<file path="config.mk">
export PLATFORM = sky130hd
export DESIGN_NAME = stream_mux_rr
export DESIGN_NICKNAME = d
export VERILOG_FILES = /design/src/rtl/stream_mux_rr.sv
export SDC_FILE = /design/constraint.sdc
export NUM_CORES = 1
export LEC_CHECK = 0
export BUFFER_PORTS_ARGS = -buffer_cell sky130_fd_sc_hd__buf_2
export CORE_MARGIN = 5
export CORE_UTILIZATION = 45
export CTS_CLUSTER_DIAMETER = 120
export DETAILED_ROUTE_END_ITERATION = 6
export PLACE_DENSITY = 0.75
export RECOVER_POWER = 25
export SLEW_MARGIN = 10
export SYNTH_ARGS = -nofsm -noshare
export SYNTH_HDL_FRONTEND = slang
export SYNTH_SLANG_ARGS = --single-unit
</file>
<file path="constraint.sdc">
create_clock -name clk -period 7.18 [get_ports clk]
set_clock_uncertainty 0.1 [all_clocks]
set_input_delay 1.436 -clock clk [delete_from_list [all_inputs] [get_ports clk]]
set_output_delay 1.436 -clock clk [all_outputs]
set_load 0.1 [all_outputs]
</file>
<file path="src/rtl/stream_mux_rr.sv">
`default_nettype none
// ============================================================================
//  Module      : stream_mux_rr
//  Description : N-channel valid/ready stream multiplexer with a registered
//                output stage; fixed-select or round-robin arbitration.
//  Revision    : 1.0 - initial release
// ============================================================================
module stream_mux_rr #(
    parameter int N  = 8,
    parameter int W  = 8,
    parameter int SW = $clog2(N)
) (
    input  logic             clk,
    input  logic             rst_n,
    input  logic [N*W-1:0]   in_data,
    input  logic [N-1:0]     in_valid,
    output logic [N-1:0]     in_ready,
    input  logic             mode,
    input  logic [SW-1:0]    sel,
    output logic [W-1:0]     out_data,
    output logic [SW-1:0]    out_ch,
    output logic             out_valid,
    input  logic             out_ready
);

    localparam logic [SW:0] c_num_ch = (SW+1)'(N);

    logic [SW-1:0]  r_ptr;
    logic [W-1:0]   r_out_data;
    logic [SW-1:0]  r_out_ch;
    logic           r_out_valid;

    logic [2*N-1:0] w_dbl;
    logic [N-1:0]   w_rot;
    logic [SW-1:0]  w_rot_idx;
    logic [SW:0]    w_sum;
    logic [SW:0]    w_wrapped;
    logic [SW-1:0]  w_rr_grant;
    logic [SW-1:0]  w_grant;
    logic           w_any;
    logic           w_sel_ok;
    logic           w_load_en;
    logic           w_xfer;
    logic [W-1:0]   w_data;
    logic [SW-1:0]  w_ptr_next;

    // Rotate the valid vector so that bit 0 is the channel at r_ptr; the
    // lowest set bit of the rotated vector is then the round-robin winner.
    assign w_dbl = {in_valid, in_valid} >> r_ptr;
    assign w_rot = w_dbl[N-1:0];

    always_comb begin
        w_rot_idx = '0;
        for (int i = N - 1; i >= 0; i--) begin
            if (w_rot[i]) begin
                w_rot_idx = SW'(i);
            end
        end
    end

    assign w_sum      = {1'b0, r_ptr} + {1'b0, w_rot_idx};
    assign w_wrapped  = (w_sum >= c_num_ch) ? (w_sum - c_num_ch) : w_sum;
    assign w_rr_grant = w_wrapped[SW-1:0];

    assign w_sel_ok  = ({1'b0, sel} < c_num_ch);
    assign w_grant   = mode ? w_rr_grant : sel;
    assign w_any     = mode ? (|in_valid) : w_sel_ok;
    assign w_load_en = !r_out_valid || out_ready;

    always_comb begin
        in_ready = '0;
        w_data   = '0;
        for (int k = 0; k < N; k++) begin
            if (w_grant == SW'(k)) begin
                in_ready[k] = rst_n && w_load_en && w_any;
                w_data      = in_data[k*W +: W];
            end
        end
    end

    assign w_xfer     = |(in_ready & in_valid);
    assign w_ptr_next = (w_grant == SW'(N - 1)) ? '0 : (w_grant + 1'b1);

    always_ff @(posedge clk or negedge rst_n) begin
        if (!rst_n) begin
            r_ptr       <= '0;
            r_out_data  <= '0;
            r_out_ch    <= '0;
            r_out_valid <= 1'b0;
        end else begin
            if (w_xfer) begin
                r_out_data  <= w_data;
                r_out_ch    <= w_grant;
                r_out_valid <= 1'b1;
                // Fixed-select transfers leave the round-robin pointer alone.
                if (mode) begin
                    r_ptr <= w_ptr_next;
                end
            end else if (r_out_valid && out_ready) begin
                r_out_valid <= 1'b0;
            end
        end
    end

    assign out_data  = r_out_data;
    assign out_ch    = r_out_ch;
    assign out_valid = r_out_valid;

endmodule
`default_nettype wire

</file>
==> results by group <==
STA
  – Relative slew slack: 0.3597
  – Final setup viols: 0
  – Final Cycle Share: 0.9411
  – Post-Route Setup TNS: 0 ns
  – Fin crit period: 6.757 ns
  – Fin. max-slew vios: 0
  – Worst-Margin Slew: 0.9604 ns
  – Fmax: 148.0 MHz
  – Unrepaired setup endpoints after global routing: no
  – Fin. Hold Viols: 0

Yosys
  – Library cells used by synthesis: 53
  – Ys Warns: 0
  – EDFF count, synth: 0
  – Syn_area_per_cell: 7.488 um^2
  – Mapped Cells: 318
  – Async SR Flop Fraction: 1.000
  – Net Count, Synth: 405
  – Primary FF master, synth: dfrtp_1
  – Register area share after synthesis: 0.1576
  – Register bit count reported by yosys: 15
  – Cell Area, Synth: 2381 um^2

Drt
  – Detailed Routing Iterations Pass 1: 5
  – Routed via count: 2,698
  – Vias per inst: 5.790
  – Total wire length: 7370 um
  – Initial DRC count: 167
  – Drt wl/cell: 15.82 um
  – ANT nets after route: 0
  – Number of remaining DRC errors: 0

Setup path
  – Critical path peak fanout: 13
  – Worst setup path endpoint: in_ready[7]
  – Critical Path End Type: primary output
  – Reg2Reg Launch Point: r_ptr[1]
  – FF-to-FF path depth: 20
  – Worst R2R End: out_data[6]
  – Critical path startpoint: in_valid[6]
  – Data arrival, critical path: 5.22 ns
  – R2r setup slk: 1.26 ns
  – CP Class: input port to primary output
  – Crit start category: input port
  – WP data required: 5.64 ns

Die
  – Die width: 82.74 um
  – Initial core utilization: 0.4632
  – # rows: 26
  – Die Y-Extent: 82.74 um
  – # IOs: 99
  – Die footprint: 6846 um^2
  – CORE AREA: 5140 um^2

Global routing
  – Initial antenna violation count: 0
  – Vias in the first global route: 2,513
  – Grt met1 use: 0.2949
  – Overflow after GRT: 0
  – Met2 usage: 0.3798
  – GR Util met3: 0.02928
  – Largest net degree at the start of global routing: 34
  – All-Layer GR Usage: 0.2183
  – First-pass GRT wire length: 11,810 um
  – GRT busiest layer: met2

Placed design
  – PortBufs: 98
  – Final Wtd Congestion: 0.8543
  – DP HPWL: 5774 um

Layout
  – Antenna fix cells: 0
  – FILL cells: 513
  – Most common cell after layout, fill and taps aside: buf_2
  – Most frequent cells in the layout: buf_2 (94), nand2_1 (36), nor3_1 (23), a21oi_1 (23), inv_1 (21)
  – Multi-input gate area: 1779 um^2
  – Layout cell share with drive strength beyond 1: 0.3586
  – Register Area: 375.4 um^2
  – Area growth from synthesis to layout: 23.86%
  – Number of nets in the layout: 484

Clock tree
  – CTS tree: done
  – Max H-tree Level: 1
  – Setup repair bufs after CTS: 0
  – Hold-fix buffers, CTS: 0
  – Max Root-Sink Buffers: 2
  – Worst-path clk slew: 0.06 ns
  – CTS resizes: 0
  – Clock Sinks: 15
  – Num CTS Buffers: 3
  – Clock root buffer: clkbuf_8
  – Skew-Pair Late Insertion Delay: 0.24 ns

Outcome
  – Outcome: complete, no violations

Min path
  – Hold Path Class: flop to flop

Flow run
  – Max-Cap Viols: 0
-- synth_stat cells (8+ instances only) --
master	n	area, um^2
a21oi_1	23	115.1
a221oi_1	8	70.07
buf_2	10	50.05
clkbuf_1	16	60.06
dfrtp_1	15	375.4
inv_1	21	78.83
mux2_2	10	112.6
mux2_4	10	150.1
mux2i_1	8	80.08
nand2_1	36	135.1
nand3_1	10	50.05
nor2_1	19	71.32
nor3_1	23	115.1
nor3b_1	8	60.06
o21ai_0	18	90.09
-- area by class of cell --
type                            instances  share of cell area
Multi-Input combinational cell        251              0.6033
Timing Repair Buffer                  104              0.1964
Sequential cell                        15              0.1273
Tap cell                               70             0.02970
Inverter                               22             0.02800
Clock buffer                            4             0.01527
-- sequential cells by signal, summed over array words and instances (netlist names) --
signal     cells
out_valid      1
out_ch         3
r_ptr          3
out_data       8
-- per-layer routing --
metal / part of all wire / wire length [um]
met5: 0 / 0
met4: 0.0085 / 63
met3: 0.077 / 568
met2: 0.49 / 3644
met1: 0.42 / 3094
-- through the flow --
step / cells / worst slack (ns) / utilization / hold WS, ns / cell area (um^2)
2_1_floorplan: 318 / 0.02949 / - / 0.6220 / 2381
3_3_place_gp: 462 / 0.5275 / 0.5652 / 0.3873 / 2905
3_5_place_dp: 462 / 0.4695 / 0.5652 / 0.3932 / 2905
4_1_cts: 466 / 0.4561 / 0.5740 / 0.4170 / 2950
5_1_grt: 466 / 0.1675 / 0.5738 / 0.4357 / 2949
6_report: 466 / 0.4230 / 0.5738 / 0.4096 / 2949
-- worst max-delay path: stages --
cell and delay (ns):
buf_2 0.22, mux2i_1 0.17, nor2b_1 0.20, nor3b_1 0.17
a31oi_1 0.09, a21oi_1 0.23, nor2b_1 0.07, o2111ai_1 0.17
a31oi_1 0.10, ha_1 0.22, fa_1 0.41, xor2_1 0.21
nor2_1 0.13, o2111a_2 0.30, a211oi_4 0.06, inv_2 0.23
ha_1 0.20, and2_1 0.16, buf_2 0.44
-- how the worst min path moves through the flow --
stage                 from           to  slack (ns)  cells after the start
6_report       out_data[4]  out_data[4]        0.41                      1
5_1_grt        out_data[4]  out_data[4]        0.44                      1
3_3_place_gp   out_data[7]  out_data[7]        0.39                      1
4_1_cts        out_data[4]  out_data[4]        0.42                      1
3_5_place_dp   out_data[2]  out_data[2]        0.39                      1
2_1_floorplan     r_ptr[2]     r_ptr[2]        0.62                      3
-- cells by family (layout without fill, tap and decap cells) --
logic type / Yosys count / in the layout / synth area share
simple gates: 129 / 129 / 0.2906
compound gates: 84 / 84 / 0.2601
buf+inv: 52 / 130 / 0.09511
mux: 28 / 28 / 0.1440
flops: 15 / 15 / 0.1576
fa+ha+maj: 8 / 8 / 0.04519
xor+xnor: 2 / 2 / 0.007358
Power is not shown: default switching activity piles up to over one toggle a cycle in this logic, so the estimate is an artifact.
